==> src/rtl/mult_pkg.sv <==
// Shared types and elaboration helpers for the iterative shift-add multiplier.
package mult_pkg;

    typedef enum logic {
        IDLE = 1'b0,
        CALC = 1'b1
    } state_t;

    // Number of compute cycles needed to consume all multiplier bits.
    function automatic int calc_steps(input int width, input int step);
        return width / step;
    endfunction

    function automatic int cnt_bits(input int n);
        return (n <= 1) ? 1 : $clog2(n);
    endfunction

    function automatic bit step_ok(input int width, input int step);
        return (step >= 1) && (step <= width) && ((width % step) == 0);
    endfunction

endpackage

==> src/rtl/mult_step.sv <==
// One shift-add iteration: adds m times a STEP-bit multiplier slice into the accumulator.
module mult_step #(
    parameter int WIDTH = 6,
    parameter int STEP  = 1
) (
    input  logic [2*WIDTH-1:0] m,
    input  logic [STEP-1:0]    slice,
    input  logic [2*WIDTH-1:0] acc_in,
    output logic [2*WIDTH-1:0] acc_out
);
    localparam int PW = 2 * WIDTH;

    logic [PW-1:0] partial;

    always_comb begin
        partial = m * PW'(slice);
        acc_out = acc_in + partial;
    end

endmodule

==> src/rtl/iter_multiplier.sv <==
// Iterative signed/unsigned multiplier retiring STEP multiplier bits per clock,
// with a start/busy/done handshake and a product held until the next result.
module iter_multiplier
    import mult_pkg::*;
#(
    parameter int WIDTH = 6,
    parameter int STEP  = 1
) (
    input  logic               clk,
    input  logic               rst,
    input  logic               start,
    input  logic               signed_mode,
    input  logic [WIDTH-1:0]   multiplier,
    input  logic [WIDTH-1:0]   multiplicand,
    output logic               busy,
    output logic               done,
    output logic [2*WIDTH-1:0] product
);
    localparam int PW    = 2 * WIDTH;
    localparam int N     = calc_steps(WIDTH, STEP);
    localparam int CNT_W = cnt_bits(N);

    generate
        if (!step_ok(WIDTH, STEP)) begin : g_bad_step
            $error("iter_multiplier: STEP must be in 1..WIDTH and divide WIDTH");
        end
    endgenerate

    state_t             state_q, state_d;
    logic [WIDTH-1:0]   p_q, p_d;
    logic [PW-1:0]      m_q, m_d;
    logic [PW-1:0]      acc_q, acc_d;
    logic               neg_q, neg_d;
    logic [CNT_W-1:0]   cnt_q, cnt_d;
    logic [PW-1:0]      product_q, product_d;
    logic               done_q, done_d;

    logic [WIDTH-1:0]   a_mag, b_mag;
    logic [PW-1:0]      acc_step;
    logic               last_step;
    logic               load;

    mult_step #(
        .WIDTH (WIDTH),
        .STEP  (STEP)
    ) u_step (
        .m       (m_q),
        .slice   (p_q[STEP-1:0]),
        .acc_in  (acc_q),
        .acc_out (acc_step)
    );

    always_ff @(posedge clk) begin
        if (rst) begin
            state_q   <= IDLE;
            p_q       <= '0;
            m_q       <= '0;
            acc_q     <= '0;
            neg_q     <= 1'b0;
            cnt_q     <= '0;
            product_q <= '0;
            done_q    <= 1'b0;
        end else begin
            state_q   <= state_d;
            p_q       <= p_d;
            m_q       <= m_d;
            acc_q     <= acc_d;
            neg_q     <= neg_d;
            cnt_q     <= cnt_d;
            product_q <= product_d;
            done_q    <= done_d;
        end
    end

    // A start seen on the final compute edge is accepted so that a held start
    // gives one operation every N cycles.
    always_comb begin
        last_step = (state_q == CALC) && (cnt_q == CNT_W'(N - 1));
        load      = start && ((state_q == IDLE) || last_step);
        state_d   = state_q;
        case (state_q)
            IDLE:    if (start) state_d = CALC;
            CALC:    if (last_step) state_d = start ? CALC : IDLE;
            default: state_d = IDLE;
        endcase
    end

    always_comb begin
        a_mag     = (signed_mode && multiplier[WIDTH-1])   ? -multiplier   : multiplier;
        b_mag     = (signed_mode && multiplicand[WIDTH-1]) ? -multiplicand : multiplicand;
        p_d       = p_q;
        m_d       = m_q;
        acc_d     = acc_q;
        neg_d     = neg_q;
        cnt_d     = cnt_q;
        product_d = product_q;
        done_d    = 1'b0;
        if (state_q == CALC) begin
            acc_d = acc_step;
            m_d   = m_q << STEP;
            p_d   = p_q >> STEP;
            cnt_d = cnt_q + CNT_W'(1);
            if (last_step) begin
                product_d = neg_q ? -acc_step : acc_step;
                done_d    = 1'b1;
            end
        end
        if (load) begin
            p_d   = a_mag;
            m_d   = PW'(b_mag);
            acc_d = '0;
            neg_d = signed_mode & (multiplier[WIDTH-1] ^ multiplicand[WIDTH-1]);
            cnt_d = '0;
        end
    end

    always_comb begin
        busy    = (state_q == CALC);
        done    = done_q;
        product = product_q;
    end

endmodule

==> config.mk <==
export PLATFORM = sky130hd
export DESIGN_NAME = iter_multiplier
export DESIGN_NICKNAME = d
export VERILOG_FILES = /design/src/rtl/mult_pkg.sv /design/src/rtl/mult_step.sv /design/src/rtl/iter_multiplier.sv
export SDC_FILE = /design/constraint.sdc
export NUM_CORES = 1
export LEC_CHECK = 0
export ABC_AREA = 0
export BUFFER_PORTS_ARGS = -buffer_cell sky130_fd_sc_hd__buf_2
export CAP_MARGIN = 40
export CORE_ASPECT_RATIO = 1.25
export CORE_MARGIN = 2
export CORE_UTILIZATION = 33
export DETAILED_ROUTE_END_ITERATION = 10
export GPL_TIMING_DRIVEN = 0
export SLEW_MARGIN = 40
export SYNTH_ARGS = -nofsm -noshare
export SYNTH_HDL_FRONTEND = slang
export SYNTH_SLANG_ARGS = --single-unit
==> constraint.sdc <==
create_clock -name clk -period 9.5 [get_ports clk]
set_clock_uncertainty 0.2 [all_clocks]
set_input_delay 0.95 -clock clk [delete_from_list [all_inputs] [get_ports clk]]
set_output_delay 0.95 -clock clk [all_outputs]
set_load 0.01 [all_outputs]
==> reports/metrics.sh, run 1 <==
STATUS='finished clean'
POSTLAYOUTCOREUTIL_PCT=38.3
WIRE_LENGTH_OF_THE_FIRST_GLOBAL_ROUTING_PASS_UM=10400
ANTENNA_FOUND_INITIAL=0
DETAILED_PLACE_HPWL_UM=4860
TIMING.MAX_SLEW.REL_SLACK_PCT=49.5
GRT_USE_TOTAL_PCT=14.0
MIN_PERIOD_OVER_PERIOD_PCT=40.1
MAX-VDD-IR-DROP_mV=0.0440
NUMCLOCKSINKS=48
FINALCRITICALPERIOD_NS=3.81
CRITICAL_PATH.MAX_FANOUT=10
POWER_PER_CELL_AREA_nW_PER_UM2=121
DIE-WIDTH_UM=86.6
TRITONCTS.NUM_BUFFERS=5
MASTER_CELL_OF_THE_CLOCK_ROOT_BUFFER='clkbuf_8'
SLEW_AT_THE_PIN_CLOSEST_TO_ITS_MAX_SLEW_LIMIT_NS=0.758
HOLD_PATH.CLASS='reg2reg'
SETUP.REG_TO_REG.WORST_SLACK_NS=5.69
YOSYS.AREA.TOP_TYPE_SHARE_PCT=34.1
SYNTH_SEQUENTIAL_AREA_RATIO_PCT=34.1
WORSTSKEWPAIRLATENCY_NS=0.30
WIRELENGTH_UM=6250
VIAS_IN_THE_FIRST_GLOBAL_ROUTE=2214
VIAS=2427
TIMING_WORST_SETUP_PATH_TYPE='reg2reg'
SYN-CELL-AREA_UM2=2820
PORT_BUFS=27
ROUTE.DETAILED.DRC=0
HTREE_NUM_LEVELS=2
WORSTPATHREQUIRED_NS=9.51
YOSYSWARNINGCOUNT=0
TIMING_MAX_TRANSITION_VIOLATIONS_FINAL=0
SETUP_SLACK_NS=5.69
COMBINATIONALPOWERSHARE_PCT=13.4
DR.PASS1.ITERS=4
NETLIST-CELL-TYPE-COUNT=54
PWR-SHARE-SEQ_PCT=55.0
CP.ARRIVAL_NS=3.81
GLOBALPLACE.CONGESTION=0.817
MAXIMUM_NUMBER_OF_PINS_ON_ONE_NET_BEFORE_GLOBAL_ROUTE_REPAIR=15
P_CLK_SHARE_PCT=31.6
POWER_REPORT.INTERNAL_TOTAL_uW=277
TIMING.CRITICAL_PATH.SLOWEST_CELL_DELAY_NS=0.45
SYNTH_TOP_CELLS_BY_AREA='dfxtp_1 34%, ha_1 7.1%, nor2_1 6.1%'
CRITICAL_PATH.STARTPOINT_TYPE='flip-flop'
CTSHOLDBUFFERS=0
FLOORPLAN.ROWS=37
CRITPATHSLOWESTCELL='a311oi_2'
SYNTH.FF_LATCH_COUNT=48
FINALHOLDVIOLCOUNT=0
STANDARD_CELL_CORE_AREA_UM2=8240
SYN-NUM-NETS=366
GRT_SETUP_UNREPAIRED='no'
CTS_MAX_PATH_BUFFERS=2
CTS_RESIZED=0
GRT.OVERFLOW.TOTAL=0
FP.DIEH_UM=107
POSTCTSSETUPBUFFERS=0
YOSYS-TOP-CELLS-COUNT='48 x dfxtp_1, 46 x nor2_1, 28 x nand2_1'
NET_SWITCHING_POWER_uW=105
MAX_FREQ_MHz=263
DRIVE_GT1_SHARE_PCT=13.6
YOSYSMOSTFREQUENTCELL='dfxtp_1'
ANT_NETS=0
PATH_CLK_SLEW_NS=0.09
DIE_FOOTPRINT_UM2=9290
YOSYSTOPAREACELL='dfxtp_1'
TRITONCTS_CLOCK_TREE='yes'
ROUTED_VIA_DENSITY=5.23
NUM-NETS-FINAL=400
SW_FRAC_OF_TOTAL_PCT=27.5
POST_DRT_WL_PER_CELL_UM=13.5
INITIALDRTVIOLATIONCOUNT=96
DIODES=0
CP-END-KIND='flip-flop'
PIN_COUNT=30
COUNT_OF_MAPPED_CELLS_OUT_OF_SYNTHESIS=333
LEAKAGE_uW=0.00127
PATH_BUF_INV=1
AVERAGE_INSTANCE_AREA_AFTER_SYNTHESIS_UM2=8.46
AREA_GROWTH_SYN_TO_LAYOUT_PCT=12.0
CRIT_PATH_CELL_TRACE='clkbuf_1 -> and2_1 -> ha_1 -> fa_1 -> a21o_1 -> a221oi_4 -> nor3_1 -> a311oi_2 -> o21ai_0 -> o41a_1 -> xnor2_1 -> a22o_1'
TIMING.MAX_CAP.VIOLATIONS=0
SETUP_VIOL=0
INITIAL_CORE_UTIL_PCT=34.2
CRIT_FAMILY='compound AO/OA/AOI/OAI gates'
FIN_SETUP_TNS_NS=0
SYNTH-ASYNC-RESET-RATIO_PCT=0
POSTSYNTH.TOPFLOPCELL='dfxtp_1'
DP_SLACK_NS=5.70
SYNTH-EDFF-COUNT=0
==> flip-flops by register name, summed over array words and instances (netlist names) <==
| signal | count |
|---|---|
| acc_q | 12 |
| busy | 1 |
| cnt_q | 3 |
| done | 1 |
| m_q | 12 |
| neg_q | 1 |
| p_q | 6 |
| product | 12 |
==> cell usage in the layout (no fill, tap or decap), drive strengths merged, types with 2 or more instances in the layout <==
cell	synthesis	routed
dfxtp	48	48
nor2	46	46
nand2	28	28
buf	1	28
a21oi	26	26
clkbuf	18	23
mux2i	17	17
ha	16	16
xnor2	15	15
and2	13	13
inv	11	11
a211oi	11	11
o21ai	11	11
xor2	10	10
nand3	8	8
a22oi	7	7
or3	5	5
nor3	3	3
a21o	3	3
and3	3	3
or2	2	2
nand2b	2	2
a22o	2	2
o31ai	2	2
a32oi	2	2
a222oi	2	2
a311oi	2	2
==> through the flow <==
step | instance area [µm²] | total power (µW) | hold slack (ns) | std cells
floorplan | 2820 | 251 | 0.231 | 333
global placement | 3070 | 265 | 0.240 | 457
detailed placement | 3070 | 266 | 0.248 | 457
CTS | 3150 | 385 | 0.262 | 464
global route | 3150 | 399 | 0.284 | 464
finish | 3150 | 382 | 0.257 | 464
==> area by class of cell <==
cell class	count	area [µm²]
inverter	11	41.3
clock buffer	5	68.8
multi-input combinational	255	1730
clock inverter	2	12.5
timing repair buffer	27	135
fill	847	5090
sequential	48	961
tap	97	121
buffer	19	81.3
==> worst paths after layout <==
kind,from,endpoint,cells past startpoint
worst max register to register,p_q[0],product[11],12
worst min-delay path,product[2],product[2],2
worst min register to register,product[2],product[2],2
worst max-delay path,p_q[0],product[11],12
==> routing by layer <==
layer  track usage, %  vias to the layer above  part of all wire, %
li1                 -                     1246                    -
met2             23.3                       58                   47
met5                0                        -                    0
met3             3.22                        5                  4.6
met1             18.0                     1118                   47
met4             3.68                        0                 0.91
==> power by group through the flow <==
stage	registers (µW)	clock network [µW]	logic, µW
after CTS	210	124	51.7
after global placement	215	0	50.5
after floorplan	214	0	37.0
after global routing	211	131	58.2
final	210	121	51.2
after detailed placement	215	0	51.3
==> kinds of logic after synthesis <==
logic type | count (synthesis) | synth area share, %
AO/OA/AOI/OAI | 79 | 19.9
multiplexers | 18 | 6.44
flip-flops | 48 | 34.1
buffers and inverters | 30 | 4.35
XOR/XNOR | 25 | 7.77
AND/OR/NAND/NOR | 116 | 19.6
adder cells (fa/ha/maj) | 17 | 7.82
==> worst register-to-register path, cell delays in order, from the launching register on <==
cell and delay (ns):
dfxtp_1 0.35, clkbuf_1 0.20, and2_1 0.18, ha_1 0.20
fa_1 0.41, a21o_1 0.22, a221oi_4 0.41, nor3_1 0.11
a311oi_2 0.45, o21ai_0 0.22, o41a_1 0.44, xnor2_1 0.13
a22o_1 0.20
(Power assumes the default switching activity.)
==> run 2, diff against run 1 <==
ABC_AREA = 1   (was 0)
clock period = 3.33 ns   (was 9.5 ns; I/O delays follow)
==> run 2 against run 1 <==
Compared with the run above: first-iteration DRC count grew 43%; worst setup slack got worse by 5.3 ns; count of clock-buffer cells in the layout increased by 3; utilization grew 0.47 points; global-route usage rose by 1.2 points; hold slack worse by 0.15 ns; non-clock buffer count fell by 4; sequential cell count is the same; synthesized cell count up 44%; largest power group unchanged; highest routed layer unchanged.
==> reports/metrics.sh, run 2 <==
AVERAGE_INSTANCE_AREA_AFTER_SYNTHESIS_UM2=6.48
YOSYS.AREA.TOP_TYPE_SHARE_PCT=30.9
MAX-VDD-IR-DROP_mV=0.220
SYNTH-EDFF-COUNT=0
FP.DIEH_UM=113
SETUP_SLACK_NS=0.361
LAYOUT_COMMON_CELLS='147 x nand2_1, 72 x inv_1, 47 x dfxtp_1'
DETAILED_PLACE_HPWL_UM=5840
SYN-NUM-NETS=513
VIAS=2996
YOSYS-TOP-CELLS-COUNT='147 x nand2_1, 72 x inv_1, 48 x dfxtp_1'
DRIVE_GT1_SHARE_PCT=12.4
FINALHOLDVIOLCOUNT=0
COMMONEST_NON_FILL_NON_TAP_CELL_IN_THE_LAYOUT='nand2_1'
POSTSYNTH.TOPFLOPCELL='dfxtp_1'
SETUP.REG_TO_REG.WORST_SLACK_NS=0.36
WORSTSKEWPAIRLATENCY_NS=0.28
STATUS='finished clean'
TRITONCTS_CLOCK_TREE='yes'
SYNTH.FF_LATCH_COUNT=48
DPL-INSTANCE-AREA_UM2=3410
SYNTH_SEQUENTIAL_AREA_RATIO_PCT=30.9
SLEW_AT_THE_PIN_CLOSEST_TO_ITS_MAX_SLEW_LIMIT_NS=0.722
CRITICAL_PATH.MAX_FANOUT=13
PATH_CLK_SLEW_NS=0.06
SETUP_VIOL=0
HTREE_NUM_LEVELS=2
COUNT_OF_MAPPED_CELLS_OUT_OF_SYNTHESIS=480
INITIALDRTVIOLATIONCOUNT=137
MAX_FREQ_MHz=337
ROUTED_VIA_DENSITY=4.69
MASTER_CELL_OF_THE_CLOCK_ROOT_BUFFER='clkbuf_16'
VIAS_IN_THE_FIRST_GLOBAL_ROUTE=2900
GRT_USE_TOTAL_PCT=15.2
TIMING_WORST_SETUP_PATH_TYPE='reg2reg'
CP.ARRIVAL_NS=2.95
YOSYSMOSTFREQUENTCELL='nand2_1'
WIRE_LENGTH_OF_THE_FIRST_GLOBAL_ROUTING_PASS_UM=12900
TIMING_MAX_TRANSITION_VIOLATIONS_FINAL=0
DIODES=0
NETLIST-CELL-TYPE-COUNT=33
TIMING.MAX_CAP.VIOLATIONS=0
DIE-WIDTH_UM=90.9
POST_DRT_WL_PER_CELL_UM=11.3
YOSYSWARNINGCOUNT=0
MAXIMUM_NUMBER_OF_PINS_ON_ONE_NET_BEFORE_GLOBAL_ROUTE_REPAIR=14
POWER_PER_CELL_AREA_nW_PER_UM2=369
NUMCLOCKSINKS=48
SYNTH_TOP_CELLS_BY_AREA='dfxtp_1 31%, nand2_1 18%, inv_1 8.7%'
FIN_SETUP_TNS_NS=0
NUM-NETS-FINAL=548
PIN_COUNT=30
CTS_MAX_PATH_BUFFERS=2
GRT_SETUP_UNREPAIRED='no'
YOSYSTOPAREACELL='dfxtp_1'
ROUTE.DETAILED.DRC=0
FIN_WORST_HOLD_SLACK_NS=0.104
LEAKAGE_uW=0.00185
HOLD_PATH.CLASS='in2reg'
FINALCRITICALPERIOD_NS=2.97
FINAL.FILL_COUNT=1020
CTS_RESIZED=0
STANDARD_CELL_CORE_AREA_UM2=9170
PORT_BUFS=29
CRITICAL_PATH.STARTPOINT_TYPE='flip-flop'
AREA_GROWTH_SYN_TO_LAYOUT_PCT=14.2
WORSTPATHREQUIRED_NS=3.31
GRT.OVERFLOW.TOTAL=0
TIMING.MAX_SLEW.REL_SLACK_PCT=51.7
DR.PASS1.ITERS=4
DIE_FOOTPRINT_UM2=10200
FLOORPLAN.ROWS=39
ANTENNA_FOUND_INITIAL=0
INITIAL_CORE_UTIL_PCT=33.9
SYNTH-ASYNC-RESET-RATIO_PCT=0
GLOBALPLACE.CONGESTION=0.858
ANT_NETS=0
WIRELENGTH_UM=7210
WHS_PATH_DEPTH=3
CTSHOLDBUFFERS=0
POST-ROUTE-CELL-AREA_UM2=3550
R2R.WORST_PATH.CELLS=14
MIN_PERIOD_OVER_PERIOD_PCT=89.2
DP_SLACK_NS=-0.0179
TRITONCTS.NUM_BUFFERS=5
CP-END-KIND='flip-flop'
POSTCTSSETUPBUFFERS=0
SYN-CELL-AREA_UM2=3110
run 2: cell types whose count changed after synthesis, moves of 12 or more:
cell / previous run / this run
mux2i_1: 17 / 0
o211ai_1: 1 / 15
nor2_1: 46 / 34
nand2_1: 28 / 147
inv_1: 11 / 72
nand3_1: 8 / 29
and2_1: 12 / 0
run 2: layout make-up:
class	instances	area (µm²)	share of cell area [%]
Multi-Input combinational cell	344	1810	51.0
Sequential cell	48	962	27.1
Inverter	74	278	7.81
Tap cell	123	154	4.33
Clock buffer	8	146	4.12
Timing Repair Buffer	29	145	4.08
Buffer	13	55.1	1.55
run 2: cells by family after synthesis:
kind of cell             synth area share (%)
AND/OR/NAND/NOR                          33.4
flip-flops                               30.9
XOR/XNOR                                 3.38
AO/OA/AOI/OAI                            14.5
buffers and inverters                    10.8
adder cells (fa/ha/maj)                  7.08
run 2: path summary, 6_finish.rpt:
| path | endpoint | start |
|---|---|---|
| worst min register to register | p_q[3] | p_q[3] |
| worst max-delay path | product[10] | p_q[0] |
| worst max register to register | product[10] | p_q[0] |
| worst min-delay path | busy | start |
run 2: layer usage:
| layer | part of all wire (%) | GRT usage, % |
|---|---|---|
| met1 | 44 | 17.8 |
| met2 | 50 | 27.2 |
| met3 | 3.4 | 2.62 |
| met4 | 3.1 | 6.67 |
| met5 | 0 | 0 |
run 2: through the flow:
stage,std cells,utilization (%),total power [µW]
floorplan,480,-,765
global placement,632,37.2,818
detailed placement,632,37.2,822
CTS,639,38.7,1330
global route,639,38.7,1390
finish,639,38.7,1310
run 2: worst max-delay path, stage by stage (launching register included):
cell and delay (ns):
dfxtp_2 0.48, nand2_1 0.08, inv_1 0.06, ha_1 0.20, fa_1 0.54, inv_1 0.10, ha_1 0.18, a21boi_1 0.16
nand3_1 0.14, nor2_1 0.16, nand3_1 0.11, o21ai_1 0.21, nand3_1 0.11, nand2_1 0.08, a21oi_1 0.05
run 2: report_power, final:
group	internal, µW	switching [µW]
registers	594	15.3
clock network	300	206
logic	71.2	127
